$ cat config.mk
export PLATFORM = sky130hd
export DESIGN_NAME = eq_band_mixer
export DESIGN_NICKNAME = d
export VERILOG_FILES = /design/src/rtl/eq_band_mixer.sv
export SDC_FILE = /design/constraint.sdc
export NUM_CORES = 1
export LEC_CHECK = 0
export ABC_CLOCK_PERIOD_IN_PS = 8400
export CAP_MARGIN = 20
export CELL_PAD_IN_SITES_DETAIL_PLACEMENT = 1
export CELL_PAD_IN_SITES_GLOBAL_PLACEMENT = 2
export CORE_MARGIN = 5
export CORE_UTILIZATION = 37
export CTS_BUF_LIST = sky130_fd_sc_hd__clkbuf_16
export DETAILED_ROUTE_END_ITERATION = 7
export DONT_BUFFER_PORTS = 1
export HOLD_SLACK_MARGIN = 0.06
export PLACE_DENSITY = 0.83
export RECOVER_POWER = 100
export SYNTH_ARGS = -nofsm -noshare
export SYNTH_HDL_FRONTEND = slang
export SYNTH_SLANG_ARGS = --single-unit
export TNS_END_PERCENT = 10
$ cat constraint.sdc
create_clock -name clk -period 8.4 [get_ports clk]
set_clock_uncertainty 0.1 [all_clocks]
set_input_delay 0.42 -clock clk [delete_from_list [all_inputs] [get_ports clk]]
set_output_delay 0.42 -clock clk [all_outputs]
set_load 0.005 [all_outputs]
$ cat src/rtl/eq_band_mixer.sv
// eq_band_mixer
//   Combines the outputs of the equalizer's per-band biquad filters into one
//   output sample. Each band sample is scaled by its signed fixed-point gain.
//   One multiplier is time-shared across the bands, one band per clock. The
//   products are summed into a wide accumulator, then shifted right by GFRAC
//   and saturated to W bits.
//
//   State table
//     state  | meaning
//     S_IDLE | waiting for sample_tick; the shadow registers are loaded on the tick
//     S_MAC  | accumulating one band product per clock (idx = band)
//     S_OUT  | rescales and saturates acc into mix_y, pulses mix_valid
//
// Ports
//   clk          clock, rising edge
//   rst          asynchronous, active-high reset
//   sample_tick  one-cycle pulse: band_y holds a new set of samples
//   band_y       NBANDS packed signed samples, band i at [i*W +: W]
//   band_gain    NBANDS packed signed gains Q(W-GFRAC).GFRAC, band i at [i*W +: W]
//   band_en      per-band enable; a disabled band contributes 0
//   mix_y        registered, saturated mix result
//   mix_valid    one-cycle pulse when mix_y updates
//   busy         high while a mix is in progress
//   sat          the last mix_y was clipped
//   overrun      sticky flag: a sample_tick arrived while busy and was dropped
module eq_band_mixer #(
    parameter int NBANDS = 4,
    parameter int W      = 18,
    parameter int GFRAC  = 14
) (
    input  logic                  clk,
    input  logic                  rst,
    input  logic                  sample_tick,
    input  logic [NBANDS*W-1:0]   band_y,
    input  logic [NBANDS*W-1:0]   band_gain,
    input  logic [NBANDS-1:0]     band_en,
    output logic [W-1:0]          mix_y,
    output logic                  mix_valid,
    output logic                  busy,
    output logic                  sat,
    output logic                  overrun
);

    localparam int IW = (NBANDS > 1) ? $clog2(NBANDS) : 1;
    // The accumulator is wide enough that the sum of NBANDS full-scale
    // products cannot overflow.
    localparam int AW = 2*W + IW + 1;

    localparam logic signed [AW-1:0] R_MAX = {{(AW-W+1){1'b0}}, {(W-1){1'b1}}};
    localparam logic signed [AW-1:0] R_MIN = {{(AW-W+1){1'b1}}, {(W-1){1'b0}}};
    localparam logic [IW-1:0]        IDX_LAST = IW'(NBANDS-1);

    typedef enum logic [1:0] {
        S_IDLE = 2'd0,
        S_MAC  = 2'd1,
        S_OUT  = 2'd2
    } state_t;

    state_t state;
    state_t state_nxt;

    logic [IW-1:0]          idx;
    logic signed [W-1:0]    y_shd [NBANDS];
    logic signed [W-1:0]    g_shd [NBANDS];
    logic [NBANDS-1:0]      en_shd;
    logic signed [AW-1:0]   acc;

    logic signed [W-1:0]    y_cur;
    logic signed [W-1:0]    g_cur;
    logic signed [2*W-1:0]  prod;
    logic signed [AW-1:0]   prod_ext;
    logic signed [AW-1:0]   r;

    // Shared multiplier: operands come from the shadow copy selected by idx.
    assign y_cur    = y_shd[idx];
    assign g_cur    = g_shd[idx];
    assign prod     = y_cur * g_cur;
    assign prod_ext = en_shd[idx] ? {{(AW-2*W){prod[2*W-1]}}, prod} : '0;

    // Arithmetic shift gives floor rounding of the rescaled sum.
    assign r = acc >>> GFRAC;

    assign busy = (state != S_IDLE);

    always_ff @(posedge clk or posedge rst) begin
        if (rst) begin
            state <= S_IDLE;
        end else begin
            state <= state_nxt;
        end
    end

    always_comb begin
        state_nxt = state;
        case (state)
            S_IDLE: begin
                if (sample_tick) begin
                    state_nxt = S_MAC;
                end
            end
            S_MAC: begin
                if (idx == IDX_LAST) begin
                    state_nxt = S_OUT;
                end
            end
            S_OUT: begin
                state_nxt = S_IDLE;
            end
            default: begin
                state_nxt = S_IDLE;
            end
        endcase
    end

    always_ff @(posedge clk or posedge rst) begin
        if (rst) begin
            idx       <= '0;
            acc       <= '0;
            en_shd    <= '0;
            mix_y     <= '0;
            mix_valid <= 1'b0;
            sat       <= 1'b0;
            overrun   <= 1'b0;
            for (int i = 0; i < NBANDS; i++) begin
                y_shd[i] <= '0;
                g_shd[i] <= '0;
            end
        end else begin
            mix_valid <= 1'b0;

            // A tick that arrives mid-mix is dropped; the running mix is untouched.
            if (sample_tick && (state != S_IDLE)) begin
                overrun <= 1'b1;
            end

            case (state)
                S_IDLE: begin
                    if (sample_tick) begin
                        for (int i = 0; i < NBANDS; i++) begin
                            y_shd[i] <= band_y[i*W +: W];
                            g_shd[i] <= band_gain[i*W +: W];
                        end
                        en_shd <= band_en;
                        acc    <= '0;
                        idx    <= '0;
                    end
                end
                S_MAC: begin
                    acc <= acc + prod_ext;
                    if (idx != IDX_LAST) begin
                        idx <= idx + 1'b1;
                    end
                end
                S_OUT: begin
                    mix_valid <= 1'b1;
                    if (r > R_MAX) begin
                        mix_y <= R_MAX[W-1:0];
                        sat   <= 1'b1;
                    end else if (r < R_MIN) begin
                        mix_y <= R_MIN[W-1:0];
                        sat   <= 1'b1;
                    end else begin
                        mix_y <= r[W-1:0];
                        sat   <= 1'b0;
                    end
                end
                default: begin
                end
            endcase
        end
    end

endmodule

==> impl_metrics.csv, run 1 <==
group,metric,value,unit
critical_path,slowest_stage,"fa_1",
detailed_routing,drtAntennaViolNets,0,
timing,rsz0062_at_grt,"yes",
global_route,grt_pass1_vias,22400,
floorplanning,start_util,0.372,
critical_path,startpoint,"idx[1]",
clock_tree,insertion_delay,0.57,ns
floorplanning,die_y,259,um
cells_and_area,syn_to_final_growth,26.9,%
outcome,violations,"capacitance limit, slew limit, setup timing",
timing,period_minus_slack,8.94,ns
critical_path,slowest_delay,0.55,ns
cells_and_area,final_core_util,0.473,
critical_path,critPathBufInv,7,
timing,finalHoldViolCount,0,
place,io_buffers,0,
detailed_routing,via_per_inst,5.05,
place,gp_congestion,0.958,
cells_and_area,drive_gt1_frac,0.167,
detailed_routing,wl_per_cell,21.1,um
critical_path,cp-end-kind,"flop",
clock_tree,cts_max_path_buffers,3,
floorplanning,die_area,67000,um2
clock_tree,cts-root-buf,"clkbuf_16",
place,dpl_cell_area,26200,um2
logic_synthesis,synth_edf_count,0,
detailed_routing,vias,19400,
critical_path,rr_endpoint,"acc[36]",
place,hpwl,65200,um
timing,setup_slack,-0.540,ns
floorplanning,core,61500,um2
critical_path,r2r_cells,38,
cells_and_area,nNetsFinal,3647,
critical_path,crit_top_cell,"fa_1",
critical_path,path_delay_family,"adder cells",
min_path,hp-start,"sample_tick",
global_route,grt_pass1_wl,128000,um
critical_path,r2r_setup_slack,-0.54,ns
global_route,grt_usage,0.243,
cells_and_area,antenna_cells,0,
logic_synthesis,synthFlopType,"dfrtp_1",
cells_and_area,layout_commonest_cell,"nand2_1",
critical_path,critPathKind,"flop to flop",
outcome,outcome,"finished with violations",
global_route,antenna_found_initial,0,
clock_tree,htreeDepth,1,
floorplanning,fp.dieW,259,um
critical_path,crit_fanout,19,
logic_synthesis,yosysWarnings,0,
clock_tree,cts_tree,"built",
timing,slew_headroom,-1.63,
clock_tree,clkTransAtPathRegs,0.06,ns
timing,setup_viol_count_final,14,
min_path,hp-class,"input port to flop",
clock_tree,cts_buffers,25,
critical_path,reg2reg_from,"idx[1]",
global_route,grt_max_degree,132,
logic_synthesis,syn_area_per_cell,8.71,um2
floorplanning,io_pins,173,
floorplanning,row_count,91,
detailed_routing,drt-total-wl,81200,um
clock_tree,numClockSinks,212,
min_path,hold_path_end,"y_shd[60]",
timing,fin_crit_sh,1.06,
logic_synthesis,synth_area,22900,um2
detailed_routing,drc,0,
logic_synthesis,syn_inst,2630,
flow_run,drv_cap,4,
logic_synthesis,syn-num-nets,3243,
cells_and_area,layout_common_cells,"674 x nand2_1, 396 x inv_1, 326 x fa_1",
critical_path,critPathLaunchType,"flop",
logic_synthesis,ys_ff_latch,212,
logic_synthesis,seq_area_frac_synth,0.232,
timing,drv_slew,321,
logic_synthesis,synth_cell_types,60,
timing,tightestPinTransition,3.94,ns
detailed_routing,firstDrtPassIters,4,
detailed_routing,drtIter0Drc,1069,
global_route,grt.overflow.total,0,
critical_path,crit_required,8.72,ns
critical_path,worstPathArrival,9.26,ns
logic_synthesis,async_reset_ff_frac,1.00,
min_path,whs_path_depth,3,
cells_and_area,stdcell_area,29100,um2
timing,fmax,112,MHz
stage by stage:
stage / hold WS, ns / setup TNS, ns / cells / setup slack (ns)
after floorplan: 0.340 / -0.0131 / 2630 / -0.0131
after global placement: 0.256 / -6.81 / 3634 / -0.700
final: 0.167 / -3.65 / 3841 / -0.540
after global routing: 0.166 / -10.41 / 3841 / -0.890
after detailed placement: 0.266 / -9.69 / 3635 / -0.926
after CTS: 0.144 / -3.68 / 3839 / -0.486
worst register-to-register path, delay by kind of cell, from the launching register on:
family | cells | cell delay [ns]
AND/OR/NAND/NOR | 4 | 0.35
buffers and inverters | 7 | 0.98
flip-flops | 1 | 0.45
adder cells (fa/ha/maj) | 8 | 3.57
multiplexers | 1 | 0.28
AO/OA/AOI/OAI | 16 | 2.74
XOR/XNOR | 2 | 0.32
cells in the mapped netlist (all sizes together), types with 10 or more instances:
cell type    n  share of area
a21o        35          0.011
nor3        10         0.0024
o21bai      12         0.0039
o21a        37          0.012
xor2        31          0.012
nand3       41         0.0090
buf         15         0.0025
o21ai       92          0.020
dfrtp      212           0.23
nor2b       10         0.0027
mux2i       32          0.014
ha         132          0.072
nor2       217          0.036
xnor2       42          0.016
fa         330           0.29
mux2        33          0.016
clkbuf      95          0.016
nand2      679           0.11
and2        27         0.0074
a21oi       74          0.016
inv        390          0.064
kinds of logic (layout without fill, tap and decap cells):
group,Yosys count,count (layout),share of synthesized area
XOR/XNOR,73,73,0.0279
AO/OA/AOI/OAI,296,296,0.0843
adder cells (fa/ha/maj),462,462,0.361
buffers and inverters,500,921,0.0820
multiplexers,71,71,0.0361
AND/OR/NAND/NOR,1016,1016,0.177
flip-flops,212,212,0.232
per-layer routing:
metal	wire [um]	part of all wire	up-vias	track usage
met2	40200	0.49	442	0.430
met1	34200	0.42	9914	0.310
li1	-	-	8911	-
met3	4320	0.053	120	0.0437
met4	2540	0.031	0	0.0599
met5	0	0	-	0
state kept, by name, summed over array words and instances (netlist names):
name / flops
acc: 39
en_shd: 4
g_shd: 72
idx: 2
mix_valid: 1
mix_y: 18
overrun: 1
sat: 1
state: 2
y_shd: 72
worst max-delay path by stage:
stage,end,slack (ns),cells after the start
global route,acc[37],-0.89,41
finish,acc[36],-0.54,38
floorplan,acc[37],-0.01,38
detailed placement,acc[36],-0.93,36
global placement,acc[37],-0.70,36
CTS,acc[36],-0.49,37
repair_timing:
action / in CTS / in global routing
hold endpoints to repair: 219 / 0
hold buffers: 150 / 0
resized for setup: 72 / 26
cloned: 1 / 0
pin swaps: 13 / 6
setup endpoints to repair: 19 / 23
setup buffers: 9 / 1
cell type report:
class | instances | area, um2
clock buffer | 25 | 626
clock inverter | 19 | 201
fill | 7211 | 32400
inverter | 390 | 1470
multi-input combinational | 1918 | 16200
sequential | 212 | 5310
tap | 790 | 988
timing repair buffer | 487 | 4240
Power of run 1 is left out: the tool's default activity adds up to more than one toggle a clock period on the data nets, which glitch-free logic cannot reach.
==> run 2: changes to the inputs <==
--- a/config.mk
+++ b/config.mk
@@ -15,7 +15,7 @@
 export DETAILED_ROUTE_END_ITERATION = 7
 export DONT_BUFFER_PORTS = 1
 export HOLD_SLACK_MARGIN = 0.06
-export PLACE_DENSITY = 0.83
+export PLACE_DENSITY_LB_ADDON = 0.1
 export RECOVER_POWER = 100
 export SYNTH_ARGS = -nofsm -noshare
 export SYNTH_HDL_FRONTEND = slang
==> run 2 against run 1 <==
  * The run still ends with capacitance limit, slew limit, setup timing left
  * Core utilization increased by 1.1 points
  * Highest routed layer is now met5
  * Routed wire length increased by 1.0%
  * Worst hold slack improved by 0.20 ns
==> impl_metrics.csv, run 2 (same netlist as run 1, synthesis figures left out) <==
group,metric,value,unit
outcome,outcome,"finished with violations",
timing,setup_slack,-0.489,ns
timing,fmax,112,MHz
place,hpwl,65900,um
critical_path,critPathLaunchType,"flop",
critical_path,crit_fanout,8,
cells_and_area,drive_gt1_frac,0.192,
global_route,grt_max_degree,104,
cells_and_area,nNetsFinal,3689,
clock_tree,cts_buffers,26,
clock_tree,cts_tree,"built",
critical_path,worstPathArrival,9.22,ns
timing,finalHoldViolCount,0,
critical_path,slowest_delay,0.59,ns
cells_and_area,layout_common_cells,"671 x nand2_1, 384 x inv_1, 326 x buf_4",
critical_path,crit_required,8.73,ns
critical_path,cp-end-kind,"flop",
clock_tree,cts_max_path_buffers,3,
detailed_routing,vias,19200,
clock_tree,htreeDepth,1,
clock_tree,cts-root-buf,"clkbuf_16",
timing,setup_viol_count_final,10,
timing,rsz0062_at_grt,"yes",
global_route,grt_usage,0.246,
timing,fin_crit_sh,1.06,
floorplanning,row_count,91,
clock_tree,insertion_delay,0.58,ns
global_route,grt.overflow.total,0,
flow_run,drv_cap,5,
detailed_routing,via_per_inst,4.95,
critical_path,slowest_stage,"fa_2",
floorplanning,start_util,0.372,
timing,tightestPinTransition,3.71,ns
floorplanning,io_pins,173,
clock_tree,clkTransAtPathRegs,0.06,ns
detailed_routing,wl_per_cell,21.1,um
detailed_routing,drt-total-wl,82000,um
place,gp_congestion,0.943,
place,io_buffers,0,
outcome,violations,"capacitance limit, slew limit, setup timing",
min_path,hp-class,"flop to flop",
cells_and_area,ff_latch_area,5310,um2
cells_and_area,multiInputGateArea,16400,um2
cells_and_area,syn_to_final_growth,29.9,%
cells_and_area,reg_top3,"g_shd (72), y_shd (72), acc (39)",
global_route,grt_pass1_wl,129000,um
floorplanning,core,61500,um2
floorplanning,die_y,259,um
critical_path,critPathKind,"flop to flop",
floorplanning,die_area,67000,um2
detailed_routing,drtIter0Drc,863,
timing,slew_headroom,-1.47,
detailed_routing,firstDrtPassIters,4,
timing,drv_slew,363,
detailed_routing,drc,0,
detailed_routing,drtAntennaViolNets,0,
cells_and_area,nFillCells,7158,
global_route,grt_pass1_vias,21900,
global_route,antenna_found_initial,1,
timing,period_minus_slack,8.89,ns
cells_and_area,antenna_cells,0,
cells_and_area,final_core_util,0.484,
floorplanning,fp.dieW,259,um
clock_tree,numClockSinks,212,
cells_and_area,layout_commonest_cell,"nand2_1",
## run 2: cell type report
class                      count  area share
multi-input combinational   1918       0.550
sequential                   212       0.179
timing repair buffer         528       0.161
inverter                     390      0.0492
tap                          790      0.0332
clock buffer                  26      0.0219
clock inverter                20     0.00555
## run 2: per-layer routing
metal,global-route usage,wire length (um),vias up
li1,-,-,9018
met1,0.329,36100,9784
met2,0.423,39800,324
met3,0.0277,3010,101
met4,0.0754,3160,2
met5,0,20,-
## run 2: critical path, delay by kind of cell, from the launching register on
kind,cells,cell delay (ns)
buffers and inverters,10,1.03
and+or+nand+nor,3,0.20
xor gates and xnor gates,2,0.31
muxes,1,0.32
AOI/OAI and AO/OA,16,2.80
DFF,1,0.57
adders and majority gates,8,3.40
## run 2: final timing paths
kind	to	from	slack, ns	depth (start not counted)
max in group asynchronous	g_shd[14]	rst	2.06	4
min reg2reg	g_shd[13]	g_shd[13]	0.37	2
max reg2reg	acc[36]	idx[1]	-0.49	40
max	acc[36]	idx[1]	-0.49	40
min	g_shd[13]	g_shd[13]	0.37	2
min in group asynchronous	y_shd[11]	rst	1.19	2
## run 2: timing repair
action | in CTS | in global routing
resized for setup | 113 | 36
pin swaps | 69 | 31
endpoints found under the hold margin | 221 | 0
gates cloned | 2 | 1
endpoints found under the setup margin | 17 | 19
hold buffers | 150 | 0
buffers inserted | 28 | 8
## run 2: through the flow
step	hold WS (ns)	worst slack (ns)	cell area (um2)	std cells	TNS, ns
floorplan	0.340	-0.0131	23100	2630	-0.0131
global placement	0.267	-0.656	26400	3647	-4.72
detailed placement	0.274	-0.743	26400	3648	-6.79
CTS	0.291	-0.411	29500	3874	-2.30
global route	0.385	-0.837	29800	3884	-7.80
finish	0.369	-0.489	29800	3884	-2.56
Power of run 2 is left out for the same reason.
